### src/rtl/seq_pkg.sv
// Shared types and constants for the accumulator CPU sequencer: FSM states,
// instruction modes, ALU opcodes and the packed instruction layout.
package seq_pkg;
  localparam int PC_W   = 16;
  localparam int DATA_W = 8;
  localparam int RA_W   = 4;

  typedef enum logic [2:0] {
    ST_IDLE   = 3'd0,
    ST_FETCH  = 3'd1,
    ST_DECODE = 3'd2,
    ST_EXEC   = 3'd3,
    ST_WB     = 3'd4,
    ST_HALT   = 3'd5
  } state_t;

  localparam logic [1:0] MODE_LOAD  = 2'b00;
  localparam logic [1:0] MODE_ALU   = 2'b01;
  localparam logic [1:0] MODE_STORE = 2'b10;
  localparam logic [1:0] MODE_CTRL  = 2'b11;

  localparam logic [1:0] ALU_ADD = 2'b00;
  localparam logic [1:0] ALU_SUB = 2'b01;
  localparam logic [1:0] ALU_AND = 2'b10;
  localparam logic [1:0] ALU_OR  = 2'b11;

  typedef struct packed {
    logic [1:0]      op;
    logic [RA_W-1:0] r;
    logic [1:0]      mode;
  } instr_t;

  // Branch offset is a 4-bit two's complement field; target wraps modulo 2^PC_W.
  function automatic logic [PC_W-1:0] branch_target(input logic [PC_W-1:0] pc,
                                                     input logic [RA_W-1:0] off);
    return pc + {{(PC_W-RA_W){off[RA_W-1]}}, off} + PC_W'(1);
  endfunction
endpackage

### src/rtl/exec_sequencer_if.sv
// Bus bundle between the sequencer (master) and imem / register file / ALU (slave).
// imem: imem_req is held until the cycle imem_ack is high; that cycle carries imem_data.
interface exec_sequencer_if;
  logic                       imem_req;
  logic [seq_pkg::PC_W-1:0]   imem_addr;
  logic                       imem_ack;
  logic [7:0]                 imem_data;
  logic [seq_pkg::RA_W-1:0]   rf_rd_addr;
  logic [seq_pkg::DATA_W-1:0] rf_rd_data;
  logic                       rf_wr_enable;
  logic [seq_pkg::RA_W-1:0]   rf_wr_addr;
  logic [seq_pkg::DATA_W-1:0] rf_wr_data;
  logic [1:0]                 alu_op;
  logic [seq_pkg::DATA_W-1:0] alu_a;
  logic [seq_pkg::DATA_W-1:0] alu_b;
  logic [seq_pkg::DATA_W-1:0] alu_result;
  logic                       alu_zero;
  logic                       alu_carry;
  logic                       alu_overflow;

  modport master (
    output imem_req, imem_addr, rf_rd_addr, rf_wr_enable, rf_wr_addr, rf_wr_data,
           alu_op, alu_a, alu_b,
    input  imem_ack, imem_data, rf_rd_data, alu_result, alu_zero, alu_carry, alu_overflow
  );

  modport slave (
    input  imem_req, imem_addr, rf_rd_addr, rf_wr_enable, rf_wr_addr, rf_wr_data,
           alu_op, alu_a, alu_b,
    output imem_ack, imem_data, rf_rd_data, alu_result, alu_zero, alu_carry, alu_overflow
  );
endinterface

### src/rtl/seq_decode.sv
// Combinational split of the instruction register into fields and mode qualifiers.
module seq_decode import seq_pkg::*; (
  input  instr_t          i_ir,
  output logic [1:0]      o_alu_op,
  output logic [RA_W-1:0] o_r,
  output logic [1:0]      o_mode,
  output logic            o_is_halt,
  output logic            o_is_branch,
  output logic            o_writes_acc,
  output logic            o_writes_rf,
  output logic            o_writes_flags
);
  assign o_alu_op       = i_ir.op;
  assign o_r            = i_ir.r;
  assign o_mode         = i_ir.mode;
  assign o_is_halt      = (i_ir.mode == MODE_CTRL) && (i_ir.r == '0);
  assign o_is_branch    = (i_ir.mode == MODE_CTRL) && (i_ir.r != '0);
  assign o_writes_acc   = (i_ir.mode == MODE_LOAD) || (i_ir.mode == MODE_ALU);
  assign o_writes_rf    = (i_ir.mode == MODE_STORE);
  assign o_writes_flags = (i_ir.mode == MODE_ALU);
endmodule

### src/rtl/exec_sequencer.sv
// Multi-cycle fetch/decode/execute/writeback controller for the 8-bit accumulator CPU.
// Owns pc, acc and flags; issues one instruction at a time.
module exec_sequencer import seq_pkg::*; (
  input  logic                clock,
  input  logic                reset,
  input  logic                run,
  exec_sequencer_if.master    bus,
  output logic [DATA_W-1:0]   acc,
  output logic                zero,
  output logic                carry,
  output logic                overflow,
  output logic                retired,
  output logic                halted,
  output state_t              dbg_state
);
  state_t              r_state, w_next;
  logic [PC_W-1:0]     r_pc;
  logic [DATA_W-1:0]   r_acc, r_opb, r_res;
  logic                r_zero, r_carry, r_overflow;
  logic                r_t_zero, r_t_carry, r_t_overflow;
  logic                r_halted;
  instr_t              r_ir;

  logic [1:0]          w_alu_op, w_mode;
  logic [RA_W-1:0]     w_r;
  logic                w_is_halt, w_is_branch, w_writes_acc, w_writes_rf, w_writes_flags;

  seq_decode u_decode (
    .i_ir           (r_ir),
    .o_alu_op       (w_alu_op),
    .o_r            (w_r),
    .o_mode         (w_mode),
    .o_is_halt      (w_is_halt),
    .o_is_branch    (w_is_branch),
    .o_writes_acc   (w_writes_acc),
    .o_writes_rf    (w_writes_rf),
    .o_writes_flags (w_writes_flags)
  );

  always_ff @(posedge clock) begin
    if (reset) begin
      r_state      <= ST_IDLE;
      r_pc         <= '0;
      r_acc        <= '0;
      r_opb        <= '0;
      r_res        <= '0;
      r_zero       <= 1'b0;
      r_carry      <= 1'b0;
      r_overflow   <= 1'b0;
      r_t_zero     <= 1'b0;
      r_t_carry    <= 1'b0;
      r_t_overflow <= 1'b0;
      r_halted     <= 1'b0;
      r_ir         <= '0;
    end else begin
      r_state <= w_next;
      case (r_state)
        ST_FETCH:  if (bus.imem_ack) r_ir <= instr_t'(bus.imem_data);
        ST_DECODE: r_opb <= bus.rf_rd_data;
        ST_EXEC: begin
          r_res        <= bus.alu_result;
          r_t_zero     <= bus.alu_zero;
          r_t_carry    <= bus.alu_carry;
          r_t_overflow <= bus.alu_overflow;
        end
        ST_WB: begin
          if (w_is_halt) begin
            r_halted <= 1'b1;
          end else begin
            r_pc <= (w_is_branch && r_zero) ? branch_target(r_pc, w_r) : r_pc + PC_W'(1);
            if (w_writes_acc) r_acc <= (w_mode == MODE_LOAD) ? r_opb : r_res;
            if (w_writes_flags) begin
              r_zero     <= r_t_zero;
              r_carry    <= r_t_carry;
              r_overflow <= r_t_overflow;
            end
          end
        end
        default: ;
      endcase
    end
  end

  always_comb begin
    w_next           = r_state;
    bus.imem_req     = 1'b0;
    bus.rf_rd_addr   = '0;
    bus.rf_wr_enable = 1'b0;
    bus.rf_wr_addr   = '0;
    bus.rf_wr_data   = '0;
    bus.alu_op       = '0;
    bus.alu_a        = '0;
    bus.alu_b        = '0;
    retired          = 1'b0;
    case (r_state)
      ST_IDLE:   if (run) w_next = ST_FETCH;
      ST_FETCH: begin
        bus.imem_req = 1'b1;
        if (bus.imem_ack) w_next = ST_DECODE;
      end
      ST_DECODE: begin
        bus.rf_rd_addr = w_r;
        w_next         = ST_EXEC;
      end
      ST_EXEC: begin
        bus.alu_op = w_alu_op;
        bus.alu_a  = r_acc;
        bus.alu_b  = r_opb;
        w_next     = ST_WB;
      end
      ST_WB: begin
        retired = 1'b1;
        if (w_writes_rf) begin
          bus.rf_wr_enable = 1'b1;
          bus.rf_wr_addr   = w_r;
          bus.rf_wr_data   = r_acc;
        end
        if (w_is_halt) w_next = ST_HALT;
        else           w_next = run ? ST_FETCH : ST_IDLE;
      end
      ST_HALT:   w_next = ST_HALT;
      default:   w_next = ST_IDLE;
    endcase
  end

  assign bus.imem_addr = r_pc;
  assign acc           = r_acc;
  assign zero          = r_zero;
  assign carry         = r_carry;
  assign overflow      = r_overflow;
  assign halted        = r_halted;
  assign dbg_state     = r_state;
endmodule
### src/flat_wrapper.sv
// flat-port wrapper written by rule: the top's interface ports become plain ports
module exec_sequencer_flat import seq_pkg::*;
  (clock, reset, run, acc, zero, carry, overflow, retired, halted, dbg_state, bus_imem_req, bus_imem_addr, bus_rf_rd_addr, bus_rf_wr_enable, bus_rf_wr_addr, bus_rf_wr_data, bus_alu_op, bus_alu_a, bus_alu_b, bus_imem_ack, bus_imem_data, bus_rf_rd_data, bus_alu_result, bus_alu_zero, bus_alu_carry, bus_alu_overflow);
  exec_sequencer_if bus_i ();
  input  logic clock;
  input  logic reset;
  input  logic run;
  output logic [DATA_W-1:0] acc;
  output logic zero;
  output logic carry;
  output logic overflow;
  output logic retired;
  output logic halted;
  output state_t dbg_state;
  output wire logic [$bits(bus_i.imem_req)-1:0] bus_imem_req;
  output wire logic [$bits(bus_i.imem_addr)-1:0] bus_imem_addr;
  output wire logic [$bits(bus_i.rf_rd_addr)-1:0] bus_rf_rd_addr;
  output wire logic [$bits(bus_i.rf_wr_enable)-1:0] bus_rf_wr_enable;
  output wire logic [$bits(bus_i.rf_wr_addr)-1:0] bus_rf_wr_addr;
  output wire logic [$bits(bus_i.rf_wr_data)-1:0] bus_rf_wr_data;
  output wire logic [$bits(bus_i.alu_op)-1:0] bus_alu_op;
  output wire logic [$bits(bus_i.alu_a)-1:0] bus_alu_a;
  output wire logic [$bits(bus_i.alu_b)-1:0] bus_alu_b;
  input wire logic [$bits(bus_i.imem_ack)-1:0] bus_imem_ack;
  input wire logic [$bits(bus_i.imem_data)-1:0] bus_imem_data;
  input wire logic [$bits(bus_i.rf_rd_data)-1:0] bus_rf_rd_data;
  input wire logic [$bits(bus_i.alu_result)-1:0] bus_alu_result;
  input wire logic [$bits(bus_i.alu_zero)-1:0] bus_alu_zero;
  input wire logic [$bits(bus_i.alu_carry)-1:0] bus_alu_carry;
  input wire logic [$bits(bus_i.alu_overflow)-1:0] bus_alu_overflow;
  assign bus_imem_req = bus_i.imem_req;
  assign bus_imem_addr = bus_i.imem_addr;
  assign bus_rf_rd_addr = bus_i.rf_rd_addr;
  assign bus_rf_wr_enable = bus_i.rf_wr_enable;
  assign bus_rf_wr_addr = bus_i.rf_wr_addr;
  assign bus_rf_wr_data = bus_i.rf_wr_data;
  assign bus_alu_op = bus_i.alu_op;
  assign bus_alu_a = bus_i.alu_a;
  assign bus_alu_b = bus_i.alu_b;
  assign bus_i.imem_ack = bus_imem_ack;
  assign bus_i.imem_data = bus_imem_data;
  assign bus_i.rf_rd_data = bus_rf_rd_data;
  assign bus_i.alu_result = bus_alu_result;
  assign bus_i.alu_zero = bus_alu_zero;
  assign bus_i.alu_carry = bus_alu_carry;
  assign bus_i.alu_overflow = bus_alu_overflow;
  exec_sequencer u_core (.clock(clock), .reset(reset), .run(run), .bus(bus_i), .acc(acc), .zero(zero), .carry(carry), .overflow(overflow), .retired(retired), .halted(halted), .dbg_state(dbg_state));
endmodule
### config.mk
export PLATFORM = sky130hd
export DESIGN_NAME = exec_sequencer_flat
export DESIGN_NICKNAME = d
export VERILOG_FILES = /design/src/rtl/seq_pkg.sv /design/src/rtl/exec_sequencer_if.sv /design/src/rtl/seq_decode.sv /design/src/rtl/exec_sequencer.sv /design/src/flat_wrapper.sv
export SDC_FILE = /design/constraint.sdc
export NUM_CORES = 1
export LEC_CHECK = 0
export BUFFER_PORTS_ARGS = -buffer_cell sky130_fd_sc_hd__buf_2
export CELL_PAD_IN_SITES_DETAIL_PLACEMENT = 0
export CELL_PAD_IN_SITES_GLOBAL_PLACEMENT = 1
export CORE_MARGIN = 2
export CORE_UTILIZATION = 41
export CTS_BUF_LIST = sky130_fd_sc_hd__clkbuf_16
export DETAILED_ROUTE_END_ITERATION = 8
export GPL_TIMING_DRIVEN = 1
export PLACE_DENSITY_LB_ADDON = 0.1
export SYNTH_ARGS = -nofsm -noshare
export SYNTH_HDL_FRONTEND = slang
export SYNTH_HIERARCHICAL = 1
export SYNTH_SLANG_ARGS = --single-unit
export TNS_END_PERCENT = 30
### constraint.sdc
create_clock -name clock -period 5.3 [get_ports clock]
set_input_delay 1.06 -clock clock [delete_from_list [all_inputs] [get_ports clock]]
set_output_delay 1.06 -clock clock [all_outputs]
set_load 0.1 [all_outputs]
==> results of run 1 <==
## layout make-up
class	count	area [um2]	area share [%]
Multi-Input combinational cell	364	2260	51.4
Tap cell	108	135	3.07
Sequential cell	58	1160	26.3
Clock buffer	9	225	5.11
Inverter	8	30.0	0.681
Clock inverter	7	85.1	1.93
Timing Repair Buffer	100	505	11.5
## path summary, 6_finish.rpt
| path | startpoint | to | slack [ns] |
|---|---|---|---|
| worst max-delay path | u_core/dbg_state[0] | bus_rf_wr_addr[0] | 1.78 |
| worst min register to register | u_core/r_res[3] | u_core/r_res[3] | 0.45 |
| worst max register to register | u_core/r_ir[5] | u_core/bus.imem_addr[15] | 2.16 |
| worst min-delay path | u_core/r_res[3] | u_core/r_res[3] | 0.45 |
## critical path: stages (launching register included)
cell	delay [ns]
dfxtp_1	0.59
nor2_1	0.85
and3_1	0.25
buf_2	0.43
## layer usage
layer	part of all wire, %	GRT usage (%)	vias to the layer above
met5	0	0	-
met4	1.3	6.64	0
met3	5.5	3.94	11
met2	47	36.7	105
met1	46	28.0	1650
li1	-	-	1816
## through the flow
stage / std cells / power (W)
after floorplan: 465 / 0.000569
after global placement: 638 / 0.000595
after detailed placement: 638 / 0.000596
after CTS: 654 / 0.00122
after global routing: 654 / 0.00125
final: 654 / 0.00120
## logic make-up (layout without fill, tap and decap cells)
family	after synthesis	after routing
simple gates	199	199
compound gates	119	119
flops	58	58
buf+inv	43	124
mux	18	18
fa+ha+maj	17	17
xor+xnor	11	11
## registers in the layout, summed over array words and instances (netlist names), 3 cells and up
| register | cells |
|---|---|
| u_core/bus.imem_addr | 16 |
| u_core/r_res | 8 |
| u_core/r_ir | 8 |
| u_core/dbg_state | 3 |
| u_core/r_opb | 8 |
| u_core/acc | 8 |
## placed cells by master, fill, tap and decap left out, types with 3 or more instances in the layout
cell type	n
and2_1	5
mux2i_1	18
o21ai_0	26
nand3_1	14
inv_1	9
nor2b_1	5
a21oi_1	39
o21ai_1	8
a311oi_1	9
nor2_1	45
dfxtp_1	58
ha_1	16
a211oi_1	5
o21a_1	4
and3_1	36
or3_1	3
clkbuf_16	9
nand2_1	57
a2111oi_0	3
xor2_1	4
nand2b_1	5
a31oi_1	3
nand4_1	5
buf_2	98
xnor2_1	7
nor3_1	9
## report_power, final
| group | internal (W) | leakage (nW) | switching (W) |
|---|---|---|---|
| combinational | 0.0000366 | 1.35 | 0.0000827 |
| clock | 0.000406 | 0.154 | 0.000210 |
| sequential | 0.000447 | 0.469 | 0.0000206 |
| total | 0.000890 | 1.97 | 0.000314 |
==> out/qor.log, run 1 <==
INFO  run_status     outcome=finished, final reports clean
INFO  synthesis      syn-num-nets=513
INFO  clocking       root_buffer=clkbuf_16
INFO  synthesis      ys_types=60
INFO  clocking       cts_resized=0
INFO  synthesis      synth-seq-cells=58
INFO  floorplanning  core_area=8680um2
INFO  drt            ant_nets=0
INFO  clocking       cts_tree=done
INFO  placed_design  dp_slack=2.10ns
INFO  drt            vias_per_inst=5.48
INFO  timing         max_slew_margin=26.8%
INFO  clocking       clock-sinks=58
INFO  synthesis      yosys.area.top_type_share=31.9%
INFO  timing         final-setup-viol-count=0
INFO  worst_setup_path worst-endpoint-required=4.24ns
INFO  timing         unrepaired_setup_endpoints_after_global_routing=no
INFO  placed_design  post-dp-hpwl=7160um
INFO  synthesis      compound_gate_portion_of_the_synthesized_area=20.9%
INFO  timing         fin_hold_ws=0.453ns
INFO  synthesis      simple_gate_portion_of_the_synthesized_area=27.6%
INFO  synthesis      post_synth_fa_ha_maj_area_fraction=6.05%
INFO  synthesis      post_synth_edffs=0
INFO  synthesis      synth_xor_area_share=2.65%
INFO  worst_hold_path hold_path_class=register to register
INFO  synthesis      synth_area_per_cell=7.83um2
INFO  timing         finalCritPeriodShare=66.4%
INFO  placed_design  buffer_ports.inserted=98
INFO  synthesis      muxShareOfSynthArea=4.95%
INFO  floorplanning  chipWidth=98.3um
INFO  synthesis      synth_area_leader_cell=dfxtp_1
INFO  worst_setup_path worstSetupStartpointType=register
INFO  synthesis      postSynthCellCount=465
INFO  worst_setup_path r2r.worst_path.cells=9
INFO  clocking       clk_transition_reported_paths=0.06ns
INFO  floorplanning  floorplan.initialDensity=42.0%
INFO  worst_setup_path crit_type=register to primary output
INFO  timing         finalHoldViolations=0
INFO  pwr            p_leak=1.97nW
INFO  clocking       clock_latency=0.32ns
INFO  synthesis      netlist_top_cells_area=dfxtp_1, and3_1, nand2_1
INFO  clocking       postCtsSetupRepairBufs=0
INFO  clocking       cts_max_level=3
INFO  synthesis      synth_seq_area_share=31.9%
INFO  pwr            ir_drop=0.000130V
INFO  clocking       clk_path_buf_depth=2
INFO  finish         antenna_cells_inserted=0
INFO  finish         area.growth.synth_to_final=21.0%
INFO  finish         utilization=50.8%
INFO  clocking       cts.hold.buffers_added=0
INFO  timing         tightest_slew=1.10ns
INFO  clocking       cts_buffers=9
INFO  floorplanning  die_y=98.3um
INFO  synthesis      synthMostInstantiatedCell=dfxtp_1
INFO  floorplanning  io_pins=99
INFO  finish         postLayoutCellArea=4410um2
INFO  timing         max_freq=284MHz
INFO  drt            drc=0
INFO  grt            grt-ovfl-total=0
INFO  worst_hold_path holdPathStages=2
INFO  timing         maxSlewViolCount=0
INFO  grt            gr-usage-all-layers=21.6%
INFO  finish         drive_above_1_share=23.6%
INFO  job            timing.max_cap.violations=0
INFO  finish         net_count_of_the_finished_layout=589
INFO  worst_setup_path endpoint_type_of_the_worst_setup_path=primary output
INFO  drt            wirelength=10300um
INFO  drt            detail_route.iter0.violations=105
INFO  drt            detailed_routing_iterations_pass_1=4
INFO  drt            detail_route.wl_per_cell=15.7um
INFO  grt            antenna_found_initial=0
INFO  floorplanning  placement_rows=34
INFO  synthesis      synthArstFlopShare=0%
INFO  synthesis      synth.cell_area=3640um2
INFO  drt            via_count=3582
INFO  timing         postLayoutSetupSlackWorst=1.78ns
INFO  grt            vias_in_the_first_global_route=3399
INFO  synthesis      combinational_family_with_the_most_area_after_synthesis=simple AND/OR/NAND/NOR gates
INFO  synthesis      synth-main-ff-cell=dfxtp_1
INFO  timing         period_needed=3.52ns
INFO  pwr            power-per-cell-area=273nW/um2
INFO  placed_design  dpl-instance-area=4100um2
INFO  placed_design  globalplace.congestion=0.868
INFO  floorplanning  fp.dieArea=9650um2
INFO  grt            wire_length_of_the_first_global_routing_pass=16900um
INFO  finish         layout.filler_cells=908
INFO  worst_setup_path cp_max_fo=32
INFO  timing         clock_skew=0.00632ns
INFO  synthesis      count_of_synthesis_stage_warnings_from_yosys=6
INFO  grt            maximum_number_of_pins_on_one_net_before_global_route_repair=62
INFO  synthesis      ys_top_cells_by_count=dfxtp_1, nand2_1, nor2_1, a21oi_1, and3_1
INFO  worst_setup_path worst_ep_arrival_time=2.46ns
INFO  timing         totalNegativeSetupSlack=0ns
No activity file was read; power rests on OpenSTA's default activity.
==> run 2: changes to the inputs <==
--- a/config.mk
+++ b/config.mk
@@ -9,7 +9,7 @@
 export CELL_PAD_IN_SITES_DETAIL_PLACEMENT = 0
 export CELL_PAD_IN_SITES_GLOBAL_PLACEMENT = 1
 export CORE_MARGIN = 2
-export CORE_UTILIZATION = 41
+export CORE_UTILIZATION = 38
 export CTS_BUF_LIST = sky130_fd_sc_hd__clkbuf_16
 export DETAILED_ROUTE_END_ITERATION = 8
 export GPL_TIMING_DRIVEN = 1
==> constraint.sdc (replaced) <==
create_clock -name clock -period 3.5 [get_ports clock]
set_input_delay 0.7 -clock clock [delete_from_list [all_inputs] [get_ports clock]]
set_output_delay 0.7 -clock clock [all_outputs]
set_load 0.1 [all_outputs]
==> out/qor.log, run 2 (synthesis gave the netlist of run 1 again) <==
INFO  timing         maxSlewViolCount=0
INFO  worst_setup_path worstSetupStartpointType=register
INFO  floorplanning  placement_rows=35
INFO  worst_setup_path worst-endpoint-required=2.80ns
INFO  finish         drive_above_1_share=25.0%
INFO  finish         area.sequential=1160um2
INFO  timing         finalCritPeriodShare=77.4%
INFO  finish         max_ffs_per_register=16
INFO  grt            wire_length_of_the_first_global_routing_pass=17400um
INFO  clocking       cts_tree=done
INFO  timing         max_freq=369MHz
INFO  drt            ant_nets=0
INFO  timing         fin_hold_ws=0.456ns
INFO  timing         period_needed=2.71ns
INFO  worst_setup_path endpoint_type_of_the_worst_setup_path=primary output
INFO  worst_setup_path worst_ep_arrival_time=2.01ns
INFO  clocking       cts_max_level=3
INFO  finish         antenna_cells_inserted=0
INFO  drt            drc=0
INFO  grt            antenna_found_initial=0
INFO  worst_setup_path crit_type=register to primary output
INFO  placed_design  buffer_ports.inserted=98
INFO  clocking       clk_path_buf_depth=2
INFO  clocking       cts.hold.buffers_added=0
INFO  clocking       clock_latency=0.32ns
INFO  clocking       clock-sinks=58
INFO  timing         clock_skew=0.00841ns
INFO  placed_design  post-dp-hpwl=7600um
INFO  finish         layout_common_cells=buf_2, dfxtp_1, nand2_1
INFO  floorplanning  fp.dieArea=10400um2
INFO  pwr            power.total=0.00168W
INFO  pwr            p_leak=2.00nW
INFO  finish         mostFrequentLayoutCell=buf_2
INFO  clocking       postCtsSetupRepairBufs=0
INFO  worst_setup_path worst_r2r_startpoint=u_core/bus.imem_addr[0]
INFO  clocking       cts_resized=0
INFO  pwr            power-per-cell-area=377nW/um2
INFO  grt            grt-ovfl-total=0
INFO  floorplanning  floorplan.initialDensity=39.2%
INFO  floorplanning  core_area=9280um2
INFO  finish         multiInputGateArea=2270um2
INFO  timing         tightest_slew=0.900ns
INFO  finish         area.growth.synth_to_final=22.4%
INFO  drt            wirelength=10800um
INFO  clocking       clk_transition_reported_paths=0.05ns
INFO  drt            detailed_routing_iterations_pass_1=4
INFO  floorplanning  io_pins=99
INFO  worst_setup_path cp_max_fo=15
INFO  drt            via_count=3623
INFO  drt            detail_route.iter0.violations=116
INFO  drt            detail_route.wl_per_cell=15.7um
INFO  grt            vias_in_the_first_global_route=3473
INFO  floorplanning  chipWidth=102um
INFO  finish         utilization=48.0%
INFO  grt            maximum_number_of_pins_on_one_net_before_global_route_repair=47
INFO  placed_design  globalplace.congestion=0.852
INFO  timing         unrepaired_setup_endpoints_after_global_routing=no
INFO  finish         net_count_of_the_finished_layout=598
INFO  timing         final-setup-viol-count=0
INFO  timing         max_slew_margin=40.0%
INFO  job            timing.max_cap.violations=0
INFO  grt            gr-usage-all-layers=21.1%
INFO  clocking       cts_buffers=9
INFO  worst_setup_path setup.worst_path.start=u_core/dbg_state[2]
INFO  run_status     outcome=finished, final reports clean
INFO  drt            vias_per_inst=5.30
INFO  pwr            ir_drop=0.000199V
INFO  timing         finalHoldViolations=0
INFO  finish         layout.filler_cells=979
INFO  worst_hold_path hold_path_startpoint=u_core/r_res[3]
INFO  clocking       root_buffer=clkbuf_16
INFO  floorplanning  die_y=102um
INFO  worst_hold_path hold_path_class=register to register
[run 2: changes by cell type in the layout (fill, tap and decap cells not counted), sizes merged]
cell,delta
buf,+9
bufinv,-2
clkinv,+1
clkinvlp,+1
[run 2: worst max-delay path, stage by stage, from the launching register on]
cell	delay, ns
dfxtp_1	0.50
nand2b_1	0.21
nor2_1	0.13
buf_4	0.22
and3_1	0.19
buf_2	0.43
[run 2: path summary, 6_finish.rpt]
path                              endpoint  slack [ns]  depth (start not counted)
hold reg to reg            u_core/r_res[3]        0.46                          2
hold / removal             u_core/r_res[3]        0.46                          2
setup / recovery         bus_rf_wr_addr[3]        0.79                          5
setup reg to reg  u_core/bus.imem_addr[14]        0.79                         11
[run 2: layout make-up]
cell class	instances	share of cell area (%)
Clock buffer	9	5.05
Clock inverter	7	0.842
Inverter	8	0.674
Multi-Input combinational cell	364	50.9
Sequential cell	58	26.0
Tap cell	129	3.62
Timing Repair Buffer	109	12.9
[run 2: metrics by stage]
step | TNS (ns) | area [um2] | setup WS, ns | instances
6_report | 0 | 4460 | 0.791 | 684
5_1_grt | 0 | 4460 | 0.593 | 684
4_1_cts | 0 | 4460 | 0.764 | 684
3_5_place_dp | 0 | 4200 | 0.828 | 668
3_3_place_gp | 0 | 4200 | 0.837 | 668
2_1_floorplan | -5.61 | 3650 | -0.707 | 465
[run 2: where the power goes]
group | switching (W) | leakage (nW) | internal, W
clock | 0.000316 | 0.130 | 0.000469
combinational | 0.000139 | 1.40 | 0.0000603
sequential | 0.0000207 | 0.469 | 0.000676
[run 2: per-layer routing]
layer  global-route usage (%)  vias up  routed length [um]
li1                         -     1833                   -
met1                     27.5     1691                4910
met2                     36.1       92                5280
met4                     6.46        0                 100
met5                        0        -                   0
met3                     3.35        7                 477
==> run 3: changes to the inputs <==
--- a/config.mk
+++ b/config.mk
@@ -9,7 +9,7 @@
 export CELL_PAD_IN_SITES_DETAIL_PLACEMENT = 0
 export CELL_PAD_IN_SITES_GLOBAL_PLACEMENT = 1
 export CORE_MARGIN = 2
-export CORE_UTILIZATION = 38
+export CORE_UTILIZATION = 34
 export CTS_BUF_LIST = sky130_fd_sc_hd__clkbuf_16
 export DETAILED_ROUTE_END_ITERATION = 8
 export GPL_TIMING_DRIVEN = 1
==> constraint.sdc (replaced) <==
create_clock -name clock -period 2.4 [get_ports clock]
set_input_delay 0.48 -clock clock [delete_from_list [all_inputs] [get_ports clock]]
set_output_delay 0.48 -clock clock [all_outputs]
set_load 0.1 [all_outputs]
==> out/qor.log, run 3 (synthesis gave the netlist of run 1 again) <==
INFO  grt            gr-usage-all-layers=19.9%
INFO  run_status     failing_checks=setup timing
INFO  timing         period_needed=2.45ns
INFO  finish         max_ffs_per_register=16
INFO  worst_setup_path max_stage_delay=0.38ns
INFO  timing         tightest_slew=0.831ns
INFO  drt            detail_route.wl_per_cell=16.2um
INFO  finish         layout_common_cells=buf_2, nand2_1, dfxtp_1
INFO  floorplanning  floorplan.initialDensity=35.1%
INFO  drt            highest_layer=met5
INFO  floorplanning  core_area=10400um2
INFO  floorplanning  placement_rows=37
INFO  floorplanning  chipWidth=108um
INFO  clocking       clock_latency=0.33ns
INFO  run_status     outcome=finished with violations
INFO  timing         final-setup-viol-count=3
INFO  timing         postLayoutSetupSlackWorst=-0.0457ns
INFO  grt            wire_length_of_the_first_global_routing_pass=18100um
INFO  timing         finalCritPeriodShare=102%
INFO  clocking       clk_path_buf_depth=2
INFO  grt            antenna_found_initial=1
INFO  worst_setup_path setup.worst_path.start=u_core/bus.imem_addr[0]
INFO  timing         unrepaired_setup_endpoints_after_global_routing=yes
INFO  worst_setup_path endpoint=u_core/bus.imem_addr[14]
INFO  drt            ant_nets=0
INFO  drt            via_count=3708
INFO  job            timing.max_cap.violations=0
INFO  drt            vias_per_inst=5.24
INFO  floorplanning  fp.dieArea=11600um2
INFO  timing         finalHoldViolations=0
INFO  drt            detailed_routing_iterations_pass_1=5
INFO  drt            met3_length=708um
INFO  finish         antenna_cells_inserted=0
INFO  grt            grt-ovfl-total=0
INFO  worst_setup_path worst-endpoint-required=2.63ns
INFO  pwr            power.clock.fraction=52.3%
INFO  placed_design  post-dp-hpwl=8260um
INFO  finish         postLayoutCellArea=5300um2
INFO  worst_setup_path regToRegEndpoint=u_core/bus.imem_addr[14]
INFO  clocking       clk_transition_reported_paths=0.06ns
INFO  worst_setup_path cpMaxStageDelayCell=a2111oi_4
INFO  worst_setup_path cp_max_fo=2
INFO  worst_setup_path crit_type=register to register
INFO  placed_design  dp_slack=-0.280ns
INFO  finish         area.growth.synth_to_final=45.4%
INFO  clocking       cts_buffers=9
INFO  grt            maximum_number_of_pins_on_one_net_before_global_route_repair=44
INFO  worst_setup_path reg2reg_setup_slack=-0.05ns
INFO  clocking       clock-sinks=58
INFO  finish         mostFrequentLayoutCell=buf_2
INFO  clocking       cts_tree=done
INFO  drt            drc=0
INFO  clocking       root_buffer=clkbuf_16
INFO  drt            met1_length=5570um
INFO  placed_design  globalplace.congestion=0.872
INFO  pwr            p_leak=2.18nW
INFO  pwr            power-per-cell-area=528nW/um2
INFO  finish         utilization=51.1%
INFO  pwr            share_seq_of_total_power=36.7%
INFO  timing         clock_skew=0.00584ns
INFO  drt            wirelength=11500um
INFO  worst_setup_path r2r.worst_path.cells=11
INFO  pwr            net-switching-power=0.000737W
INFO  drt            wl_met2=5050um
INFO  floorplanning  die_y=108um
INFO  finish         drive_above_1_share=35.7%
INFO  worst_setup_path cpMostUsedCell=inv_2
INFO  worst_setup_path worst_r2r_startpoint=u_core/bus.imem_addr[0]
INFO  worst_setup_path endpoint_type_of_the_worst_setup_path=register
INFO  pwr            sw_frac_of_total=26.4%
INFO  placed_design  dpl-instance-area=4880um2
INFO  pwr            internal-power=0.00206W
INFO  worst_hold_path hold_path_class=primary input to register
INFO  finish         net_count_of_the_finished_layout=615
INFO  timing         max_freq=409MHz
INFO  worst_setup_path worst_ep_arrival_time=2.68ns
INFO  timing         max_slew_margin=44.6%
INFO  grt            vias_in_the_first_global_route=3490
INFO  worst_setup_path worstSetupStartpointType=register
INFO  floorplanning  io_pins=99
INFO  timing         maxSlewViolCount=0
INFO  placed_design  buffer_ports.inserted=98
INFO  drt            detail_route.iter0.violations=224
INFO  timing         totalNegativeSetupSlack=-0.0832ns
INFO  pwr            ir_drop=0.000287V
INFO  clocking       cts_max_level=3
INFO  worst_setup_path path_cells=inv_2 > ha_4 > inv_2 > fa_2 > a211o_1 > a2111oi_4 > o21ai_2 > a211oi_2 > o21bai_1 > xnor2_1 > o31ai_1
INFO  clocking       cts.hold.buffers_added=0
INFO  pwr            combPwrFrac=11.0%
run 3: cell types whose count changed in the layout (fill, tap and decap cells not counted), sizes merged:
cell	change
inv	-1
clkinv	-2
bufinv	+2
buf	+17
clkbuf	+1
run 3: worst min-delay path by stage:
stage,startpoint,to,slack (ns),depth (start not counted)
after floorplan,u_core/r_res[6],u_core/r_res[6],0.43,2
after global placement,u_core/r_res[0],u_core/r_res[0],0.44,2
after detailed placement,u_core/r_res[6],u_core/r_res[6],0.45,2
after CTS,bus_alu_result[5],u_core/r_res[5],0.38,3
after global routing,bus_alu_overflow,u_core/r_t_overflow,0.38,3
final,bus_alu_result[5],u_core/r_res[5],0.38,3
run 3: critical path: cells and delay by family (launching register included):
family,cells,cell delay (ns)
AOI/OAI and AO/OA,6,1.35
xor gates and xnor gates,1,0.13
adders and majority gates,2,0.46
buffers and inverters,2,0.09
DFF,1,0.33
run 3: repair_timing:
action	4_1_cts	5_1_grt
setup buffers	0	2
gates resized for setup	6	11
setup endpoints to repair	9	15
pin swaps	5	5
run 3: final cells by class:
type | instances | area [um2]
Fill cell | 1019 | 5070
Multi-Input combinational cell | 364 | 2400
Timing Repair Buffer | 126 | 1180
Sequential cell | 58 | 1180
Clock buffer | 10 | 250
Tap cell | 136 | 170
Clock inverter | 6 | 87.6
Inverter | 8 | 30.0
run 3: power groups by stage:
stage / Sequential [W] / Combinational [W] / Clock, W
CTS: 0.00103 / 0.000304 / 0.00149
global route: 0.00103 / 0.000331 / 0.00154
finish: 0.00103 / 0.000307 / 0.00146
detailed placement: 0.00105 / 0.000302 / 0
floorplan: 0.00108 / 0.000184 / 0
global placement: 0.00104 / 0.000301 / 0
run 3: routing by layer:
| metal | track usage, % | vias to the layer above |
|---|---|---|
| li1 | - | 1874 |
| met1 | 28.2 | 1717 |
| met2 | 30.1 | 100 |
| met3 | 4.48 | 15 |
| met4 | 6.04 | 2 |
| met5 | 0 | - |
run 3: stage by stage:
stage / instances / hold slack [ns] / total power (W)
6_report: 708 / 0.384 / 0.00279
5_1_grt: 708 / 0.384 / 0.00290
4_1_cts: 706 / 0.379 / 0.00281
3_5_place_dp: 690 / 0.450 / 0.00135
3_3_place_gp: 690 / 0.443 / 0.00135
2_1_floorplan: 465 / 0.431 / 0.00126
